`src/rtl/mdio_phy_ctrl.sv`:
```
// Clause-22 MDIO management master with PHY hardware-reset sequencing.
// One request at a time: accept, shift a 64-bit MDC/MDIO frame, return a response.
module mdio_phy_ctrl #(
   parameter int unsigned CLK_DIV    = 2,
   parameter int unsigned RST_HOLD   = 16,
   parameter int unsigned RST_SETTLE = 32
) (
   input  logic        CLK,
   input  logic        RST_N,
   input  logic        req_valid,
   output logic        req_ready,
   input  logic        req_write,
   input  logic [4:0]  req_phy,
   input  logic [4:0]  req_reg,
   input  logic [15:0] req_wdata,
   output logic        rsp_valid,
   input  logic        rsp_ready,
   output logic [15:0] rsp_rdata,
   output logic        rsp_err,
   output logic        gmii_rstn,
   output logic        mdio_mdc,
   output logic        mdd_o,
   output logic        mdd_oe,
   input  logic        mdd_i
);

   localparam int unsigned CntMax = (RST_HOLD > RST_SETTLE) ? RST_HOLD : RST_SETTLE;
   localparam int unsigned CntW   = $clog2(CntMax + 1);
   localparam int unsigned DivW   = (CLK_DIV > 2) ? $clog2(CLK_DIV) : 1;

   typedef enum logic [2:0] {StPhyRst, StSettle, StIdle, StShift, StResp} state_e;

   state_e            state_q, state_d;
   logic [CntW-1:0]   cnt_q, cnt_d;
   logic [DivW-1:0]   div_q, div_d;
   logic              half_q, half_d;
   logic [5:0]        bit_q, bit_d;
   logic              write_q, write_d;
   logic [4:0]        phy_q, phy_d;
   logic [4:0]        reg_q, reg_d;
   logic [15:0]       wdata_q, wdata_d;
   logic              req_ready_q, req_ready_d;
   logic              rsp_valid_q, rsp_valid_d;
   logic [15:0]       rdata_q, rdata_d;
   logic              err_q, err_d;
   logic              gmii_rstn_q, gmii_rstn_d;
   logic              mdc_q, mdc_d;
   logic              mdd_o_q, mdd_o_d;
   logic              mdd_oe_q, mdd_oe_d;
   logic [63:0]       frame_w;

   assign frame_w = {32'hFFFF_FFFF, 2'b01, (write_q ? 2'b01 : 2'b10), phy_q, reg_q, 2'b10,
                     wdata_q};

   always_comb begin
      state_d     = state_q;
      cnt_d       = cnt_q;
      div_d       = div_q;
      half_d      = half_q;
      bit_d       = bit_q;
      write_d     = write_q;
      phy_d       = phy_q;
      reg_d       = reg_q;
      wdata_d     = wdata_q;
      req_ready_d = 1'b0;
      rsp_valid_d = 1'b0;
      rdata_d     = rdata_q;
      err_d       = err_q;
      gmii_rstn_d = gmii_rstn_q;
      mdc_d       = 1'b0;
      mdd_o_d     = 1'b1;
      mdd_oe_d    = 1'b0;
      unique case (state_q)
         StPhyRst: begin
            if (cnt_q == CntW'(RST_HOLD - 1)) begin
               cnt_d       = '0;
               gmii_rstn_d = 1'b1;
               state_d     = StSettle;
            end else begin
               cnt_d = cnt_q + 1'b1;
            end
         end
         StSettle: begin
            if (cnt_q == CntW'(RST_SETTLE - 1)) begin
               cnt_d       = '0;
               req_ready_d = 1'b1;
               state_d     = StIdle;
            end else begin
               cnt_d = cnt_q + 1'b1;
            end
         end
         StIdle: begin
            if (req_valid && req_ready_q) begin
               write_d = req_write;
               phy_d   = req_phy;
               reg_d   = req_reg;
               wdata_d = req_wdata;
               rdata_d = '0;
               err_d   = 1'b0;
               div_d   = '0;
               half_d  = 1'b0;
               bit_d   = '0;
               state_d = StShift;
            end else begin
               req_ready_d = 1'b1;
            end
         end
         StShift: begin
            // Outputs are registered, so they trail the bit counters by one cycle.
            mdc_d    = half_q;
            mdd_o_d  = frame_w[6'd63 - bit_q];
            mdd_oe_d = write_q || (bit_q < 6'd46);
            if (half_q && (div_q == '0) && !write_q) begin
               if (bit_q == 6'd47) begin
                  err_d = mdd_i;
               end else if (bit_q >= 6'd48) begin
                  rdata_d = {rdata_q[14:0], mdd_i};
               end
            end
            if (div_q == DivW'(CLK_DIV - 1)) begin
               div_d = '0;
               if (half_q) begin
                  half_d = 1'b0;
                  if (bit_q == 6'd63) begin
                     state_d = StResp;
                  end else begin
                     bit_d = bit_q + 1'b1;
                  end
               end else begin
                  half_d = 1'b1;
               end
            end else begin
               div_d = div_q + 1'b1;
            end
         end
         StResp: begin
            if (rsp_valid_q && rsp_ready) begin
               req_ready_d = 1'b1;
               state_d     = StIdle;
            end else begin
               rsp_valid_d = 1'b1;
            end
         end
         default: state_d = StPhyRst;
      endcase
   end

   always_ff @(posedge CLK or negedge RST_N) begin
      if (!RST_N) begin
         state_q     <= StPhyRst;
         cnt_q       <= '0;
         div_q       <= '0;
         half_q      <= 1'b0;
         bit_q       <= '0;
         write_q     <= 1'b0;
         phy_q       <= '0;
         reg_q       <= '0;
         wdata_q     <= '0;
         req_ready_q <= 1'b0;
         rsp_valid_q <= 1'b0;
         rdata_q     <= '0;
         err_q       <= 1'b0;
         gmii_rstn_q <= 1'b0;
         mdc_q       <= 1'b0;
         mdd_o_q     <= 1'b1;
         mdd_oe_q    <= 1'b0;
      end else begin
         state_q     <= state_d;
         cnt_q       <= cnt_d;
         div_q       <= div_d;
         half_q      <= half_d;
         bit_q       <= bit_d;
         write_q     <= write_d;
         phy_q       <= phy_d;
         reg_q       <= reg_d;
         wdata_q     <= wdata_d;
         req_ready_q <= req_ready_d;
         rsp_valid_q <= rsp_valid_d;
         rdata_q     <= rdata_d;
         err_q       <= err_d;
         gmii_rstn_q <= gmii_rstn_d;
         mdc_q       <= mdc_d;
         mdd_o_q     <= mdd_o_d;
         mdd_oe_q    <= mdd_oe_d;
      end
   end

   assign req_ready = req_ready_q;
   assign rsp_valid = rsp_valid_q;
   assign rsp_rdata = rdata_q;
   assign rsp_err   = err_q;
   assign gmii_rstn = gmii_rstn_q;
   assign mdio_mdc  = mdc_q;
   assign mdd_o     = mdd_o_q;
   assign mdd_oe    = mdd_oe_q;

endmodule

```
`config.mk`:
```
export PLATFORM = sky130hd
export DESIGN_NAME = mdio_phy_ctrl
export DESIGN_NICKNAME = d
export VERILOG_FILES = /design/src/rtl/mdio_phy_ctrl.sv
export SDC_FILE = /design/constraint.sdc
export NUM_CORES = 1
export LEC_CHECK = 0
export BUFFER_PORTS_ARGS = -buffer_cell sky130_fd_sc_hd__clkbuf_2
export CAP_MARGIN = 20
export CELL_PAD_IN_SITES_DETAIL_PLACEMENT = 1
export CELL_PAD_IN_SITES_GLOBAL_PLACEMENT = 1
export CORE_MARGIN = 4
export CORE_UTILIZATION = 45
export DETAILED_ROUTE_END_ITERATION = 6
export PLACE_DENSITY = 0.88
export SLEW_MARGIN = 20
export SYNTH_ARGS = -nofsm -noshare
export SYNTH_HDL_FRONTEND = slang
export SYNTH_SLANG_ARGS = --single-unit
```
`constraint.sdc`:
```
create_clock -name CLK -period 2.77 [get_ports CLK]
set_input_delay 0 -clock CLK [delete_from_list [all_inputs] [get_ports CLK]]
set_output_delay 0 -clock CLK [all_outputs]
set_load 0.02 [all_outputs]
```
# Word-level counts from Yosys, hierarchy flattened
# Index checks and enable logic that the tools add are counted.
[word_totals] register_bits=67 ramBits=0 rom_bits=0 mem_count=0 out_inout_bits=23 elab_cells=104 latch_bits=0
[classes] reduce_logical=17 n_lt_le_gt_ge=3 div=0 shifts=0 n_eq_ne=20 multipliers=0 muxes=42 bitwise_logic=1 add_sub_neg=4
[ops] cell="$mux W16" n=4
[ops] cell="$mux W6" n=6
[ops] cell="$pmux W16 S2" n=1
[ops] cell="$ne A2 B2 Y1 const B" n=12
[ops] cell="$pmux W6 S2" n=2
[ops] cell="$mux W3" n=7
[ops] cell="$mux W1" n=15
[ops] cell="$pmux W3 S5" n=1
[ops] cell="$add A6 B1 Y6 const B" n=2
[ops] cell="$eq A6 B6 Y1 const B" n=2
[ops] cell="$reduce_and A5 Y1" n=2
[ops] cell="$lt A6 B7 Y1 const B" n=1
[ops] cell="$reduce_and A7 Y1" n=1
[ops] cell="$bmux W1 S6" n=1
[ops] cell="$eq A3 B2 Y1 const B" n=2
[ops] cell="$eq A6 B4 Y1 const B" n=1
[ops] cell="$eq A6 B5 Y1 const B" n=1
[ops] cell="$ge A6 B6 Y1 const B" n=1
[ops] cell="$lt A6 B6 Y1 const B" n=1
[ops] cell="$pmux W1 S2" n=3
[ops] cell="$reduce_and A2 Y1" n=3
[ops] cell="$sub A6 B6 Y6 const A" n=1
[ops] cell="$logic_and A1 B1 Y1" n=4
[ops] cell="$reduce_and A4 Y1" n=1
[ops] cell="other kinds (11)" n=12

# Logic depth before layout (Yosys ltp)
[depth] depth_word=5 depth_mapped=6 mapped_depth_nobuf=5

# Least setup slack after synthesis
# OpenSTA, ideal clock, no wires.
[synth_path] kind="register -> register" from="register bit_q[0]" to="register mdd_o_q, in the netlist mdd_o" n_path_buf=1 synth_period_minus_slack_ns=1.732 setup_time_ns=0.094 path_stages_with_launch=6 required_time_ns=2.676 setup_slack_ns=1.038 t_arrival_ns=1.637 cell_sequence="dfrtp_1 -> buf_2 -> mux4_2 -> a211o_1 -> a221oi_2 -> a41oi_1"
[synth_via] elab_chain_cells=4
[synth_rtl] element="start: declaration" line="37" text="logic [5:0] bit_q, bit_d;"
[synth_rtl] element="start signal: assignment" line="172" text="bit_q <= bit_d;"
[synth_rtl] element="$sub A6 B6 Y6" line="111" text="mdd_o_d = frame_w[6'd63 - bit_q];"
[synth_rtl] element="$bmux W1 S6" line="111"
[synth_rtl] element="$mux W1 (implied by the code)" line="111"
[synth_rtl] element="$mux W1" line="73" text="unique case (state_q)"
[synth_rtl] element="named net mdd_o_d" line="48" text="logic mdd_o_q, mdd_o_d;"
[synth_rtl] element="end signal: assignment" line="183" text="mdd_o_q <= mdd_o_d;"
[synth_rtl] element="end: declaration" line="48"
# The timed path passes the listed nets, and every way through them passes these cells. The select of a mux whose other input is x is not followed.
# A chain may end at the register's enable or synchronous reset.

# Worst setup path after layout
[layout_path] from="register bit_q[0]" to="register bit_q[5]"
[layout_via] elab_chain_cells=5 word_cells_on_any_way=8
[layout_rtl] element="$add A6 B1 Y6" line="127" text="bit_d = bit_q + 1'b1;"
[layout_rtl] element="$mux W6" line="124" text="if (bit_q == 6'd63) begin"
[layout_rtl] element="$mux W6" line="122" text="if (half_q) begin"
[layout_rtl] element="$mux W6" line="120" text="if (div_q == DivW'(CLK_DIV - 1)) begin"
[layout_rtl] element="$pmux W6 S2" line="73"
# Parallel ways exist; a longest one is shown, timed or not. The select of a mux whose other input is x is not followed.

==> run_results.csv <==
group,metric,value,unit
synth,synth_top_cell_by_area,"dfrtp_1",
synth,yosys_warnings,0,
grt,grt_start_max_net_pins,68,
pwr,p_int,2.646,mW
timing,finalCritPeriodShare,81.07,%
pwr,clkPwrFrac,22.7,%
grt,gr-total-overflow,0,
layout,n_antenna_cell,0,
synth,synth_area_per_cell,9.317,um^2
placed_design,gp_congestion,0.7724,
timing,min_period,2246,ps
cts,cts.repair_timing.setup_buffer_count,0,
die,std_cell_rows,30,
cts,cts_buffer_depth,2,
synth,synth_xor_area_share,0.8393,%
die,initial_utilization,46.08,%
pwr,power.switching,1.664,mW
timing,hold_violations,0,
synth,ys_seq_area_share,53.60,%
die,fp.dieH,91.41,um
layout,layout_commonest_cell,"nand2_1",
detailed_routing,wl_met3,217,um
cts,clock_sinks,67,
synth,synth_edf_count,0,
detailed_routing,maxUsedRoutingLayer,"met4",
cts,hold_buffers,29,
detailed_routing,wl_met2,4206,um
critical_path,cp-end-kind,"flop",
critical_path,path_class,"flop to flop",
layout,multi_input_area,1355,um^2
pwr,p_per_area,1075,nW/um^2
synth,synth_area,3131,um^2
detailed_routing,wl_met1,3291,um
layout,fin_area,4008,um^2
placed_design,port_buffers,54,
timing,drv_slew,0,
cts,cts.repair.resized,0,
critical_path,r2r_cells,5,
layout,final_layout_size_suffix_gt1_share,20.81,%
synth,synth.ff_latch_count,67,
timing,timing.slew.headroom,43.21,%
critical_path,cp_max_fo,13,
timing,fin_skew,7.640,ps
timing,setup_viol,0,
critical_path,start_kind,"flop",
die,die_w,91.41,um
die,core,6794,um^2
synth,synth_top_family_by_area,"simple AND/OR/NAND/NOR gates",
layout,utilization,58.99,%
timing,setup_tns,0,ps
critical_path,reg2reg_to,"bit_q[5]$_DFFE_PN0P_",
die,num_io_pins,55,
critical_path,reg2reg_from,"bit_q[0]$_DFFE_PN0P_",
cts,clk_pin_slew,70,ps
pwr,leakage,1.920,nW
cts,cts_root_buffer,"clkbuf_8",
detailed_routing,drt_iter0_markers,101,
placed_design,placed_cell_area,3476,um^2
job,cap_violations,0,
timing,worstMarginPinSlew,851.9,ps
detailed_routing,vias,2666,
grt,grt_pass1_vias,2855,
synth,ys_async_sr_fraction,100.0,%
timing,rsz0062_at_grt,"false",
detailed_routing,via_per_inst,5.187,
synth,synth_ff_type,"dfrtp_1",
grt,grt_antenna_before_repair,0,
die,die-area,8355,um^2
synth,syn_inst,336,
synth,ys_top_cells_by_area,"dfrtp_1, nand2_1, mux4_2",
synth,synth_top_area_share,52.76,%
synth,syn_nets,370,
pwr,pwr-share-comb,33.6,%
detailed_routing,wire_per_inst,15.34,um
layout,final_cell_mix,"nand2_1, dfrtp_1, clkbuf_2",
pwr,pwr-share-seq,43.7,%
critical_path,endpoint,"bit_q[5]$_DFFE_PN0P_",
synth,yosys.area_share.simple,25.22,%
pwr,vdd_drop_max,362.9,uV
layout,regArea,1678,um^2
layout,fill_cells,793,
min_path,worstHoldPathType,"primary input to flop",
pwr,switching_share,38.60,%
detailed_routing,post-route-drc-count,0,
synth,synth_compound_area_share,10.79,%
status,status,"complete, no violations",
detailed_routing,drt-total-wl,7884,um
synth,synthMuxAreaShare,5.356,%
layout,areaGrowthSynthToFinish,28.02,%
critical_path,critPathRequiredTime,3030,ps
critical_path,cp_data_arrival_time,2500,ps
cts,cts_tree,"done",
timing,fmax,445.3,MHz
cts,clock_latency,340,ps
cts,htree_levels,3,
synth,synth.distinct_cells,49,
placed_design,dp_hpwl,5030,um
detailed_routing,postRouteAntennaNets,0,
critical_path,cp-startpoint,"bit_q[0]$_DFFE_PN0P_",
critical_path,r2r_slack,520,ps
cts,numCtsBuffers,9,
synth,yosys.area_share.adder,0.7994,%
detailed_routing,drt_first_pass_iters,6,
grt,grt_usage,20.57,%
layout,nNetsFinal,447,
grt,grt_first_pass_wirelength,13690,um
-- critical path, cell delays in order (launching register included) --
cell and delay [ps]:
dfrtp_1 590, ha_1 340, nand3_1 160, o2111ai_2 270, or4_1 590, a21oi_1 210
-- power groups by stage --
stage	clock network (mW)	logic [mW]	registers (mW)
final	0.980	1.45	1.88
after global routing	1.04	1.63	1.96
after CTS	1.00	1.47	1.89
after detailed placement	0	1.42	1.90
after global placement	0	1.35	1.87
after floorplan	0	0.971	1.86
-- kinds of logic (layout without fill, tap and decap cells) --
group	after synthesis	count (layout)
AND/OR/NAND/NOR	176	176
flip-flops	67	67
buffers and inverters	26	108
multiplexers	9	9
adder cells (fa/ha/maj)	2	2
XOR/XNOR	3	3
AO/OA/AOI/OAI	53	53
-- layout make-up --
cell class                      count  area share, %
Clock inverter                      6          2.841
Multi-Input combinational cell    243          33.81
Timing Repair Buffer               88          14.92
Clock buffer                       10          3.185
Tap cell                           96          2.997
Inverter                            4         0.3746
Sequential cell                    67          41.87
-- per-layer routing --
layer	GRT usage, %	vias up
li1	-	1294
met1	24.65	1311
met2	36.09	45
met3	3.480	16
met4	8.920	0
met5	0	-
-- cell usage after synthesis, drive strengths merged, types with 2 or more instances --
cell,instances
mux4,6
dfrtp,66
or4,4
o211ai,3
nand4,2
nand3,9
and3,2
nor2,11
nor3,2
nand2,124
o21ai,28
inv,4
ha,2
buf,4
a211o,2
a21oi,7
nand3b,5
nor3b,2
nand2b,4
mux2,2
o31ai,2
and4b,2
clkbuf,18
nand4b,2
xnor2,3
-- worst min path at each step --
stage / startpoint / end / slack (ps) / depth (start not counted)
2_1_floorplan: RST_N / bit_q[0]$_DFFE_PN0P_ / -300 / 0
3_3_place_gp: req_reg[1] / reg_q[1]$_DFFE_PN0P_ / 190 / 3
3_5_place_dp: req_reg[0] / reg_q[0]$_DFFE_PN0P_ / 200 / 3
4_1_cts: rsp_ready / rsp_valid$_DFF_PN0_ / 8 / 3
5_1_grt: rsp_ready / rsp_valid$_DFF_PN0_ / 40 / 3
6_report: rsp_ready / rsp_valid$_DFF_PN0_ / 20 / 3
-- flip-flops by register name, summed over array words and instances (netlist names) --
signal,flops
wdata_q,16
rsp_err,1
mdd_o,1
div_q,1
rsp_rdata,16
state_q,3
mdio_mdc,1
gmii_rstn,1
mdd_oe,1
write_q,1
rsp_valid,1
reg_q,5
half_q,1
cnt_q,6
req_ready,1
phy_q,5
bit_q,6
-- per-stage QoR --
step	power (mW)	setup slack [ps]	hold slack (ps)	cells
2_1_floorplan	2.835	1038	-295.6	336
3_3_place_gp	3.216	680.5	188.4	469
3_5_place_dp	3.325	538.5	195.3	469
4_1_cts	4.359	504.2	8.142	514
5_1_grt	4.636	396.8	39.37	514
6_report	4.310	524.4	19.27	514
No activity file was read; power rests on OpenSTA's default activity.
